**src/rtl/alu_pkg.sv**
```systemverilog
// Shared ALU definitions: opcode encoding, NZCV flag bit positions and the result-stage buffer entry.
`default_nettype none

package alu_pkg;

   localparam int ALU_W = 4;

   typedef enum logic [2:0] {
      OP_ADD = 3'd0,
      OP_SUB = 3'd1,
      OP_AND = 3'd2,
      OP_OR  = 3'd3,
      OP_XOR = 3'd4,
      OP_SLL = 3'd5,
      OP_SRL = 3'd6,
      OP_INV = 3'd7
   } alu_op_e;

   localparam int FLAG_N = 3;
   localparam int FLAG_Z = 2;
   localparam int FLAG_C = 1;
   localparam int FLAG_V = 0;

   localparam int BUF_DEPTH = 2;

   typedef struct packed {
      logic [ALU_W-1:0] result;
      alu_op_e          op;
      logic [3:0]       flags;
   } alu_entry_t;

endpackage

`default_nettype wire

```
**src/rtl/alu_flag_gen.sv**
```systemverilog
// Combinational NZCV generation for a result-mux output; C and V pass through only for ADD/SUB.
`default_nettype none

module alu_flag_gen
   import alu_pkg::*;
#(
   parameter int N = ALU_W
) (
   input  logic [N-1:0] in_result,
   input  alu_op_e      in_op,
   input  logic         in_carry,
   input  logic         in_ovf,
   output logic [3:0]   flags
);

   always_comb begin
      flags         = '0;
      flags[FLAG_N] = in_result[N-1];
      flags[FLAG_Z] = (in_result == '0);
      if ((in_op == OP_ADD) || (in_op == OP_SUB)) begin
         flags[FLAG_C] = in_carry;
         flags[FLAG_V] = in_ovf;
      end
   end

endmodule

`default_nettype wire

```
**src/rtl/alu_result_stage.sv**
```systemverilog
// ALU result stage: 2-entry skid buffer with NZCV flags and sticky invalid-opcode error.
// Optional macro ALU_RESULT_COUNT_EN adds a 16-bit wrapping pop counter (xfer_count).
`default_nettype none

module alu_result_stage
   import alu_pkg::*;
#(
   parameter int N = ALU_W   // must equal ALU_W, the width of the shared entry struct
) (
   input  logic         clk,
   input  logic         rst_n,
   input  logic         in_valid,
   output logic         in_ready,
   input  logic [N-1:0] in_result,
   input  logic [2:0]   in_op,
   input  logic         in_carry,
   input  logic         in_ovf,
   output logic         out_valid,
   input  logic         out_ready,
   output logic [N-1:0] out_result,
   output logic [3:0]   out_flags,
   output logic [2:0]   out_op,
   output logic         err_op
`ifdef ALU_RESULT_COUNT_EN
   ,
   output logic [15:0]  xfer_count
`endif
);

   logic [1:0] count_q, count_d;
   logic       wr_ptr_q, wr_ptr_d;
   logic       rd_ptr_q, rd_ptr_d;
   logic       err_q, err_d;
   alu_entry_t mem_q [BUF_DEPTH];
   alu_entry_t mem_d [BUF_DEPTH];
   alu_entry_t head_q, head_d;
   alu_entry_t new_entry;
   logic [3:0] new_flags;
   logic       push, pop;

   alu_flag_gen #(.N(N)) u_flag_gen (
      .in_result (in_result),
      .in_op     (alu_op_e'(in_op)),
      .in_carry  (in_carry),
      .in_ovf    (in_ovf),
      .flags     (new_flags)
   );

   assign in_ready  = (count_q < 2'd2);
   assign out_valid = (count_q != 2'd0);
   assign push      = in_valid & in_ready;
   assign pop       = out_valid & out_ready;

   assign new_entry = '{result: in_result, op: alu_op_e'(in_op), flags: new_flags};

   always_comb begin
      mem_d    = mem_q;
      wr_ptr_d = wr_ptr_q;
      rd_ptr_d = rd_ptr_q;
      count_d  = count_q;
      err_d    = err_q;
      if (push) begin
         mem_d[wr_ptr_q] = new_entry;
         wr_ptr_d        = ~wr_ptr_q;
         if (in_op == OP_INV) begin
            err_d = 1'b1;
         end
      end
      if (pop) begin
         rd_ptr_d = ~rd_ptr_q;
      end
      case ({push, pop})
         2'b10:   count_d = count_q + 2'd1;
         2'b01:   count_d = count_q - 2'd1;
         default: count_d = count_q;
      endcase
      // Output register mirrors the next head so data is visible the cycle after the push,
      // and keeps its last value once the buffer drains.
      head_d = (count_d != 2'd0) ? mem_d[rd_ptr_d] : head_q;
   end

   always_ff @(posedge clk or negedge rst_n) begin
      if (!rst_n) begin
         count_q  <= '0;
         wr_ptr_q <= 1'b0;
         rd_ptr_q <= 1'b0;
         err_q    <= 1'b0;
         mem_q[0] <= '0;
         mem_q[1] <= '0;
         head_q   <= '0;
      end else begin
         count_q  <= count_d;
         wr_ptr_q <= wr_ptr_d;
         rd_ptr_q <= rd_ptr_d;
         err_q    <= err_d;
         mem_q    <= mem_d;
         head_q   <= head_d;
      end
   end

   assign out_result = head_q.result;
   assign out_flags  = head_q.flags;
   assign out_op     = head_q.op;
   assign err_op     = err_q;

`ifdef ALU_RESULT_COUNT_EN
   logic [15:0] xfer_q;

   always_ff @(posedge clk or negedge rst_n) begin
      if (!rst_n) begin
         xfer_q <= '0;
      end else if (pop) begin
         xfer_q <= xfer_q + 16'd1;
      end
   end

   assign xfer_count = xfer_q;
`endif

endmodule

`default_nettype wire

```
**config.mk**
```make
export PLATFORM = sky130hd
export DESIGN_NAME = alu_result_stage
export DESIGN_NICKNAME = d
export VERILOG_FILES = /design/src/rtl/alu_pkg.sv /design/src/rtl/alu_flag_gen.sv /design/src/rtl/alu_result_stage.sv
export SDC_FILE = /design/constraint.sdc
export NUM_CORES = 1
export LEC_CHECK = 0
export ABC_CLOCK_PERIOD_IN_PS = 6100
export BUFFER_PORTS_ARGS = -buffer_cell sky130_fd_sc_hd__buf_4
export CAP_MARGIN = 0
export CORE_UTILIZATION = 45
export CTS_BUF_LIST = sky130_fd_sc_hd__clkbuf_4
export CTS_CLUSTER_SIZE = 16
export DETAILED_ROUTE_END_ITERATION = 6
export HOLD_SLACK_MARGIN = 0.05
export PLACE_DENSITY = 0.71
export SYNTH_ARGS = -nofsm -noshare
export SYNTH_HDL_FRONTEND = slang
export SYNTH_SLANG_ARGS = --single-unit
```
**constraint.sdc**
```tcl
create_clock -name clk -period 6.1 [get_ports clk]
set_input_delay 0.305 -clock clk [delete_from_list [all_inputs] [get_ports clk]]
set_output_delay 0.305 -clock clk [all_outputs]
set_load 0.01 [all_outputs]
```
# --- Word level (Yosys, flattened, before mapping) ---
# Index checks and enable logic that the tools add are counted.
word_totals:
  ff_bits: 38
  latch_bits: 0
  ram_bits: 0
  mem_bits_ro: 0
  output_inout_bits: 14
  mem_count: 0
classes:
  addsub: 2
  n_mul: 0
  div_mod_pow: 0
  magnitude_cmp: 4
  eq_ne: 4
  shifts: 0
  muxes: 10
  bitwise_logic: 6
  reduce_logical: 7
op_table:
  columns: ["cell", "n"]
  rows:
  - ["2-to-1 mux 11 bit", 4]
  - ["bitwise mux 22 bit", 1]
  - ["2-to-1 mux 22 bit", 1]
  - ["demux 11 bit (select 1 bit)", 1]
  - ["greater-or-equal comparator 2 bit (second input constant)", 2]
  - ["logical NOT 4 bit", 1]
  - ["NOT 1 -> 2 bit", 2]
  - ["case mux 2 bit (2 select lines)", 1]
  - ["nonzero test 2 bit", 2]
  - ["== test 3 x 1 -> 1 bit (second input constant)", 1]
  - ["== test 3 bit (second input constant)", 1]
  - ["logical NOT 3 bit", 1]
  - ["adder 2 x 1 -> 2 bit (second input constant)", 1]
  - ["bitwise AND 1 bit", 2]
  - ["== test 2 x 1 -> 1 bit (second input constant)", 1]
  - ["== test 2 bit (second input constant)", 1]
  - ["< comparator 2 x 1 -> 1 bit (second input constant)", 1]
  - ["< comparator 2 bit (second input constant)", 1]
  - ["2-to-1 mux 2 bit", 1]
  - ["NOT 1 bit", 2]
  - ["AND reduction 2 bit", 1]
  - ["subtractor 2 x 1 -> 2 bit (second input constant)", 1]
  - ["logical AND 1 bit", 1]
  - ["logical OR 1 bit", 1]
  - ["2-to-1 mux 1 bit", 1]

# --- Logic depth before layout (Yosys ltp) ---
# Gate-level depths: netlist of run 1.
depth:
  word_depth: 10
  mapped_depth: 8

# --- By module ---
# From an unflattened synthesis of run 1, not the netlist that was laid out.
hier_totals:
  hier_cells: 115
  area_unflattened_um2: 1767.9
by_module_without_submodules:
  columns: ["mod", "n_inst", "cells_per_inst", "area_per_inst_um2"]
  rows:
  - ["alu_result_stage", 1, 111, 1732.9]
  - ["alu_flag_gen", 1, 4, 35.0]

# --- Worst setup path before layout of run 1 ---
# No wires, ideal clock.
synth_timing:
  path_type: "register to register"
  from: "register count_q[1]"
  to: "register head_q, in the netlist out_flags[0]"
  arrival_time_ns: 2.085
  required_ns: 5.975
  slack_ns: 3.890
  path_stages_with_launch: 8
  cell_sequence: "dfrtp_1 o21ai_0 inv_1 ha_1 or3_1 nand3b_1 buf_2 mux2_2"
synth_via:
  elab_chain_len: 7
  word_cells_on_any_way: 16
  cone_classes: "add/sub: 2; order compare: 1; eq/ne: 2; mux: 6; bitwise: 3; reduce/logical: 2"
synth_rtl:
  columns: ["item", "line", "rtl"]
  rows:
  - ["start, declared", "alu_result_stage.sv:30", "logic [1:0] count_q, count_d;"]
  - ["start signal, assigned", "alu_result_stage.sv:92", "count_q <= count_d;"]
  - ["parallel branches: the longest is 7 deep, another holds < comparator 2 bit", null, null]
  - ["end signal, assigned", "alu_result_stage.sv:90", "head_q <= '0;"]
  - ["end signal, assigned", "alu_result_stage.sv:97", "head_q <= head_d;"]
  - ["end, declared", "alu_result_stage.sv:36", "alu_entry_t head_q, head_d;"]
# Parallel ways; which one is timed is not known. The select of a mux whose other input is x is not followed.
# A chain may end at the register's enable or synchronous reset.

# --- Worst setup path in the final report of run 1 ---
layout_timing:
  from: "register count_q[1]"
  to: "register head_q, in the netlist out_flags[2]"
# The elaborated chain is that of the path after synthesis.

==> results of run 1 <==
-- registers in the layout (all words and copies together), names as in the netlist --
signal      flops
err_op          1
mem_q          22
out_op          3
rd_ptr_q        1
out_flags       4
out_result      4
count_q         2
wr_ptr_q        1
-- per-layer routing --
layer | part of all wire (%) | track usage (%) | vias up
li1 | - | - | 475
met1 | 46 | 20.5 | 504
met2 | 48 | 26.3 | 26
met3 | 4.8 | 5.80 | 6
met4 | 1.8 | 7.67 | 0
met5 | 0 | 0 | -
-- cell usage after synthesis --
| cell type | instances |
|---|---|
| or3b_1 | 1 |
| inv_1 | 13 |
| nor4_1 | 1 |
| xnor2_1 | 2 |
| o21bai_1 | 1 |
| buf_2 | 2 |
| nor3b_1 | 3 |
| mux2_2 | 17 |
| or2_2 | 1 |
| mux2i_1 | 13 |
| or3_1 | 1 |
| a21oi_1 | 2 |
| xor2_1 | 1 |
| o21ai_0 | 2 |
| nand3b_1 | 2 |
| buf_6 | 2 |
| mux2_4 | 12 |
| dfrtp_1 | 38 |
| nand2_1 | 4 |
| nand3_1 | 1 |
| and4b_2 | 1 |
| ha_1 | 1 |
-- layout make-up --
type / instances / area (um^2)
Clock buffer: 6 / 45.0
Sequential cell: 38 / 951
Inverter: 13 / 48.8
Multi-Input combinational cell: 66 / 664
Fill cell: 302 / 1480
Tap cell: 46 / 57.6
Timing Repair Buffer: 28 / 213
Clock inverter: 2 / 8.76
-- critical path, stage by stage (launching register included) --
cell	delay (ns)
dfrtp_1	0.46
o21ai_0	0.29
inv_1	0.10
ha_1	0.33
or3_1	0.39
nand3b_1	0.53
mux2_2	0.40
-- worst paths after layout --
check                              from           end  slack [ns]  depth (start not counted)
min                        in_result[1]     mem_q[19]        0.22                          2
max reg2reg                  count_q[1]  out_flags[2]        3.50                          6
min reg2reg                   mem_q[10]     mem_q[10]        0.48                          2
min in group asynchronous         rst_n        err_op        0.45                          2
max                          count_q[1]  out_flags[2]        3.50                          6
max in group asynchronous         rst_n     mem_q[12]        5.31                          2
-- through the flow --
| stage | cells | util (%) |
|---|---|---|
| after global routing | 199 | 57.3 |
| after floorplan | 121 | - |
| after global placement | 190 | 55.5 |
| after CTS | 199 | 57.3 |
| after detailed placement | 190 | 55.5 |
| final | 199 | 57.3 |
-- logic make-up after synthesis --
group / share of synthesized area [%]
flops: 56.0
buf+inv: 4.79
compound gates: 1.62
mux: 29.6
simple gates: 5.68
fa+ha+maj: 0.737
xor+xnor: 1.55
-- placed cells by master (no fill, tap or decap), types with 2 or more instances in the layout --
| master | n |
|---|---|
| mux2_2 | 17 |
| mux2i_1 | 13 |
| clkbuf_4 | 6 |
| buf_4 | 27 |
| nand2_1 | 4 |
| nand3b_1 | 2 |
| dfrtp_1 | 38 |
| nor3b_1 | 3 |
| inv_1 | 13 |
| mux2_4 | 12 |
| a21oi_1 | 2 |
| xnor2_1 | 2 |
| o21ai_0 | 2 |
-- where the power goes --
group | internal (mW) | total (mW) | switching (mW)
clock | 0.0478 | 0.127 | 0.0789
combinational | 0.346 | 0.593 | 0.247
sequential | 0.374 | 0.427 | 0.0535
==> flow_metrics.py, run 1 <==
metrics = {
    "run_status": {
        "status": "complete, no violations",
    },
    "die": {
        "die_area_um2": 4020,
        "initial_utilization_pct": 48.9,
        "die_h_um": 63.4,
        "rows": 21,
        "coreArea_um2": 3470,
        "pin_count": 27,
        "die_w_um": 63.4,
    },
    "cells_and_area": {
        "antenna_cells": 0,
        "stdcell_area_um2": 1990,
        "nets": 166,
        "drive_gt1_share_pct": 42.5,
        "synthToLayoutAreaGrowth_pct": 17.2,
    },
    "clocking": {
        "cts_hold_buf": 1,
        "cts_resized": 0,
        "clockBufferDepth": 2,
        "post_cts_buffers": 0,
        "clkTransAtPathRegs_ns": 0.11,
        "cts-root-buf": "clkbuf_4",
        "tritoncts": "yes",
        "htree_levels": 2,
        "insertion_delay_ns": 0.34,
        "cts_sinks": 38,
        "numCtsBuffers": 5,
    },
    "logic_synthesis": {
        "seq_area_frac_synth_pct": 56.0,
        "synth_top_cell_by_area": "dfrtp_1",
        "netlist_area_um2": 1700,
        "synth_area_per_cell_um2": 14.0,
        "netlist_instances": 121,
        "ys_ff_latch": 38,
        "synth.distinct_cells": 22,
        "syn-num-nets": 135,
        "yosys-top-cells-area": "dfrtp_1, mux2_2, mux2_4, mux2i_1, inv_1",
        "yosys.area.top_type_share_pct": 56.0,
        "synth_warnings": 0,
    },
    "worst_setup_path": {
        "critPathMaxFanout": 11,
        "worstSetupEndpointType": "flip-flop",
        "start_kind": "flip-flop",
        "cp.required_ns": 6.33,
        "arrival_ns": 2.83,
        "critPathKind": "reg2reg",
    },
    "timing": {
        "min_period_ns": 2.60,
        "fin_crit_sh_pct": 42.7,
        "fmax_ghz": 0.384,
        "setup_slack_ns": 3.50,
        "slew_headroom_pct": 52.5,
        "tightest_slew_ns": 0.711,
        "holdWs_ns": 0.216,
        "finalSetupViolations": 0,
        "finClkSkew_ns": 0.0116,
        "hold_viol": 0,
        "setup-tns-final_ns": 0,
        "drv_slew": 0,
        "rsz0062_at_grt": "no",
    },
    "grt": {
        "grt_first_pass_wirelength_um": 4970,
        "track_usage_pct": 16.7,
        "grt_pass1_vias": 1022,
        "grt_start_max_net_pins": 39,
        "grt_overflow_total": 0,
        "antenna_found_initial": 0,
    },
    "drt": {
        "totalWireLength_um": 3010,
        "detail_route.iter0.violations": 53,
        "wl_per_cell_um": 15.1,
        "avgViaCountPerCell": 5.08,
        "first_pass_iters": 4,
        "drtAntennaViolNets": 0,
        "drc": 0,
        "vias": 1011,
    },
    "power": {
        "power_density_nw_per_um2": 577,
        "peakVddDrop_mv": 0.255,
        "power_mw": 1.15,
        "p_leak_nw": 1.05,
    },
    "placement": {
        "gp_congestion": 0.743,
        "pre_cts_ws_ns": 3.50,
        "dpl_cell_area_um2": 1920,
        "portBuffers": 26,
        "dp_hpwl_um": 2070,
    },
    "job": {
        "maxCapViolCount": 0,
    },
    "worst_hold_path": {
        "worstHoldPathType": "in2reg",
    },
}
Note: power is estimated with default switching activity, not from simulation.
==> run 2: changes to the inputs <==
- ABC_CLOCK_PERIOD_IN_PS: 6100 -> 2680
- clock period: 6.1 -> 2.68 ns (I/O delays scaled with it)
==> run 2 against run 1 <==
Net effect: worst setup slack got worse by 3.1 ns; hold slack worse by 0.15 ns; cell count grew 3.0%; highest routed layer unchanged; critical path depth grew 1.
==> flow_metrics.py, run 2 (synthesized netlist as in run 1, its figures left out) <==
metrics = {
    "run_status": {
        "status": "complete, no violations",
    },
    "worst_setup_path": {
        "cp_cell_sequence": "o21ai_0, inv_1, ha_1, or3_1, nand3b_1, buf_4, mux2_2",
        "worstSetupEndpointType": "flip-flop",
        "slowest_stage": "dfrtp_1",
        "rrSetupSlack_ns": 0.37,
        "critPathMaxFanout": 11,
        "max_stage_delay_ns": 0.47,
        "arrival_ns": 2.54,
        "start_kind": "flip-flop",
        "cp.required_ns": 2.91,
        "critPathKind": "reg2reg",
    },
    "cells_and_area": {
        "multi_input_area_um2": 664,
        "final_common_cell": "dfrtp_1",
        "fillCellCount": 305,
        "largest_reg_flops": 22,
        "drive_gt1_share_pct": 42.1,
        "layout_common_cells": "dfrtp_1, buf_4, mux2_2",
        "final_core_util_pct": 58.9,
        "synthToLayoutAreaGrowth_pct": 20.4,
        "top_register": "mem_q",
        "antenna_cells": 0,
        "seqCellArea_um2": 951,
        "nets": 172,
    },
    "clocking": {
        "post_cts_buffers": 0,
        "tritoncts": "yes",
        "cts_resized": 0,
        "numCtsBuffers": 5,
        "cts_sinks": 38,
        "clockBufferDepth": 2,
        "clkTransAtPathRegs_ns": 0.10,
        "insertion_delay_ns": 0.34,
        "htree_levels": 2,
        "cts_hold_buf": 5,
        "cts-root-buf": "clkbuf_4",
    },
    "timing": {
        "rsz0062_at_grt": "no",
        "drv_slew": 0,
        "fmax_ghz": 0.433,
        "fin_crit_sh_pct": 86.2,
        "setup_slack_ns": 0.369,
        "min_period_ns": 2.31,
        "setup-tns-final_ns": 0,
        "finalSetupViolations": 0,
        "slew_headroom_pct": 55.6,
        "finClkSkew_ns": 0.00709,
        "hold_viol": 0,
        "tightest_slew_ns": 0.665,
    },
    "grt": {
        "grt_overflow_total": 0,
        "grt_use_met3_pct": 5.62,
        "antenna_found_initial": 0,
        "track_usage_pct": 17.5,
        "grt_start_max_net_pins": 39,
        "top_usage_layer": "met2",
        "grt_first_pass_wirelength_um": 5240,
        "gr-usage-met1_pct": 21.9,
        "use_met2_pct": 28.2,
        "grt_pass1_vias": 1067,
    },
    "drt": {
        "drtAntennaViolNets": 0,
        "wl_per_cell_um": 15.1,
        "totalWireLength_um": 3090,
        "avgViaCountPerCell": 4.90,
        "vias": 1005,
        "drc": 0,
        "detail_route.iter0.violations": 35,
        "first_pass_iters": 3,
    },
    "placement": {
        "dp_hpwl_um": 2170,
        "pre_cts_ws_ns": 0.388,
        "gp_congestion": 0.787,
        "portBuffers": 26,
    },
    "power": {
        "peakVddDrop_mv": 0.535,
        "power_density_nw_per_um2": 1290,
        "p_leak_nw": 1.08,
    },
    "die": {
        "initial_utilization_pct": 48.9,
        "coreArea_um2": 3470,
        "die_w_um": 63.4,
        "die_h_um": 63.4,
        "die_area_um2": 4020,
        "rows": 21,
        "pin_count": 27,
    },
    "worst_hold_path": {
        "worstHoldPathType": "in2reg",
    },
    "job": {
        "maxCapViolCount": 0,
    },
}
-- run 2: cell count changes in the layout (fill, tap and decap cells not counted), sizes merged --
cell	before	now
dlygate4sd3	1	5
buf	27	29
-- run 2: layout make-up --
cell class / instances / area share (%)
well taps: 46 / 2.82
flip-flops and latches: 38 / 46.5
repair buffers: 34 / 13.1
clock inverters: 2 / 0.429
inverters: 13 / 2.39
clock buffers: 6 / 2.20
multi-input cells: 66 / 32.5
-- run 2: report_power, final --
part / internal [mW] / switching (mW) / total, mW / leakage (nW)
logic: 0.808 / 0.568 / 1.38 / 0.581
clock network: 0.109 / 0.178 / 0.286 / 0.0331
registers: 0.852 / 0.128 / 0.980 / 0.466
total: 1.77 / 0.874 / 2.64 / 1.08
-- run 2: layer usage --
metal / up-vias / share of wire [%]
met3: 5 / 3.8
met4: 0 / 1.5
met5: - / 0
met2: 17 / 50
li1: 485 / -
met1: 498 / 45
-- run 2: metrics by stage --
stage / std cells / total power, mW / cell area (um^2) / hold slack (ns)
floorplan: 121 / 2.00 / 1700 / -0.162
detailed placement: 192 / 2.38 / 1940 / 0.126
global route: 205 / 2.82 / 2040 / 0.0589
CTS: 205 / 2.68 / 2040 / 0.0579
finish: 205 / 2.64 / 2040 / 0.0704
global placement: 192 / 2.31 / 1940 / 0.118
-- run 2: final timing paths --
kind / cells past startpoint / to / startpoint
max in group asynchronous: 2 / rd_ptr_q / rst_n
min in group asynchronous: 2 / err_op / rst_n
worst max-delay path: 7 / out_flags[3] / count_q[1]
worst min register to register: 2 / mem_q[3] / mem_q[3]
worst max register to register: 7 / out_flags[3] / count_q[1]
worst min-delay path: 3 / mem_q[14] / in_result[3]
-- run 2: worst max-delay path, delay by kind of cell, from the launching register on --
family / cells / cell delay (ns)
AND/OR/NAND/NOR: 2 / 0.49
flip-flops: 1 / 0.47
multiplexers: 1 / 0.35
adder cells (fa/ha/maj): 1 / 0.31
buffers and inverters: 2 / 0.30
AO/OA/AOI/OAI: 1 / 0.27
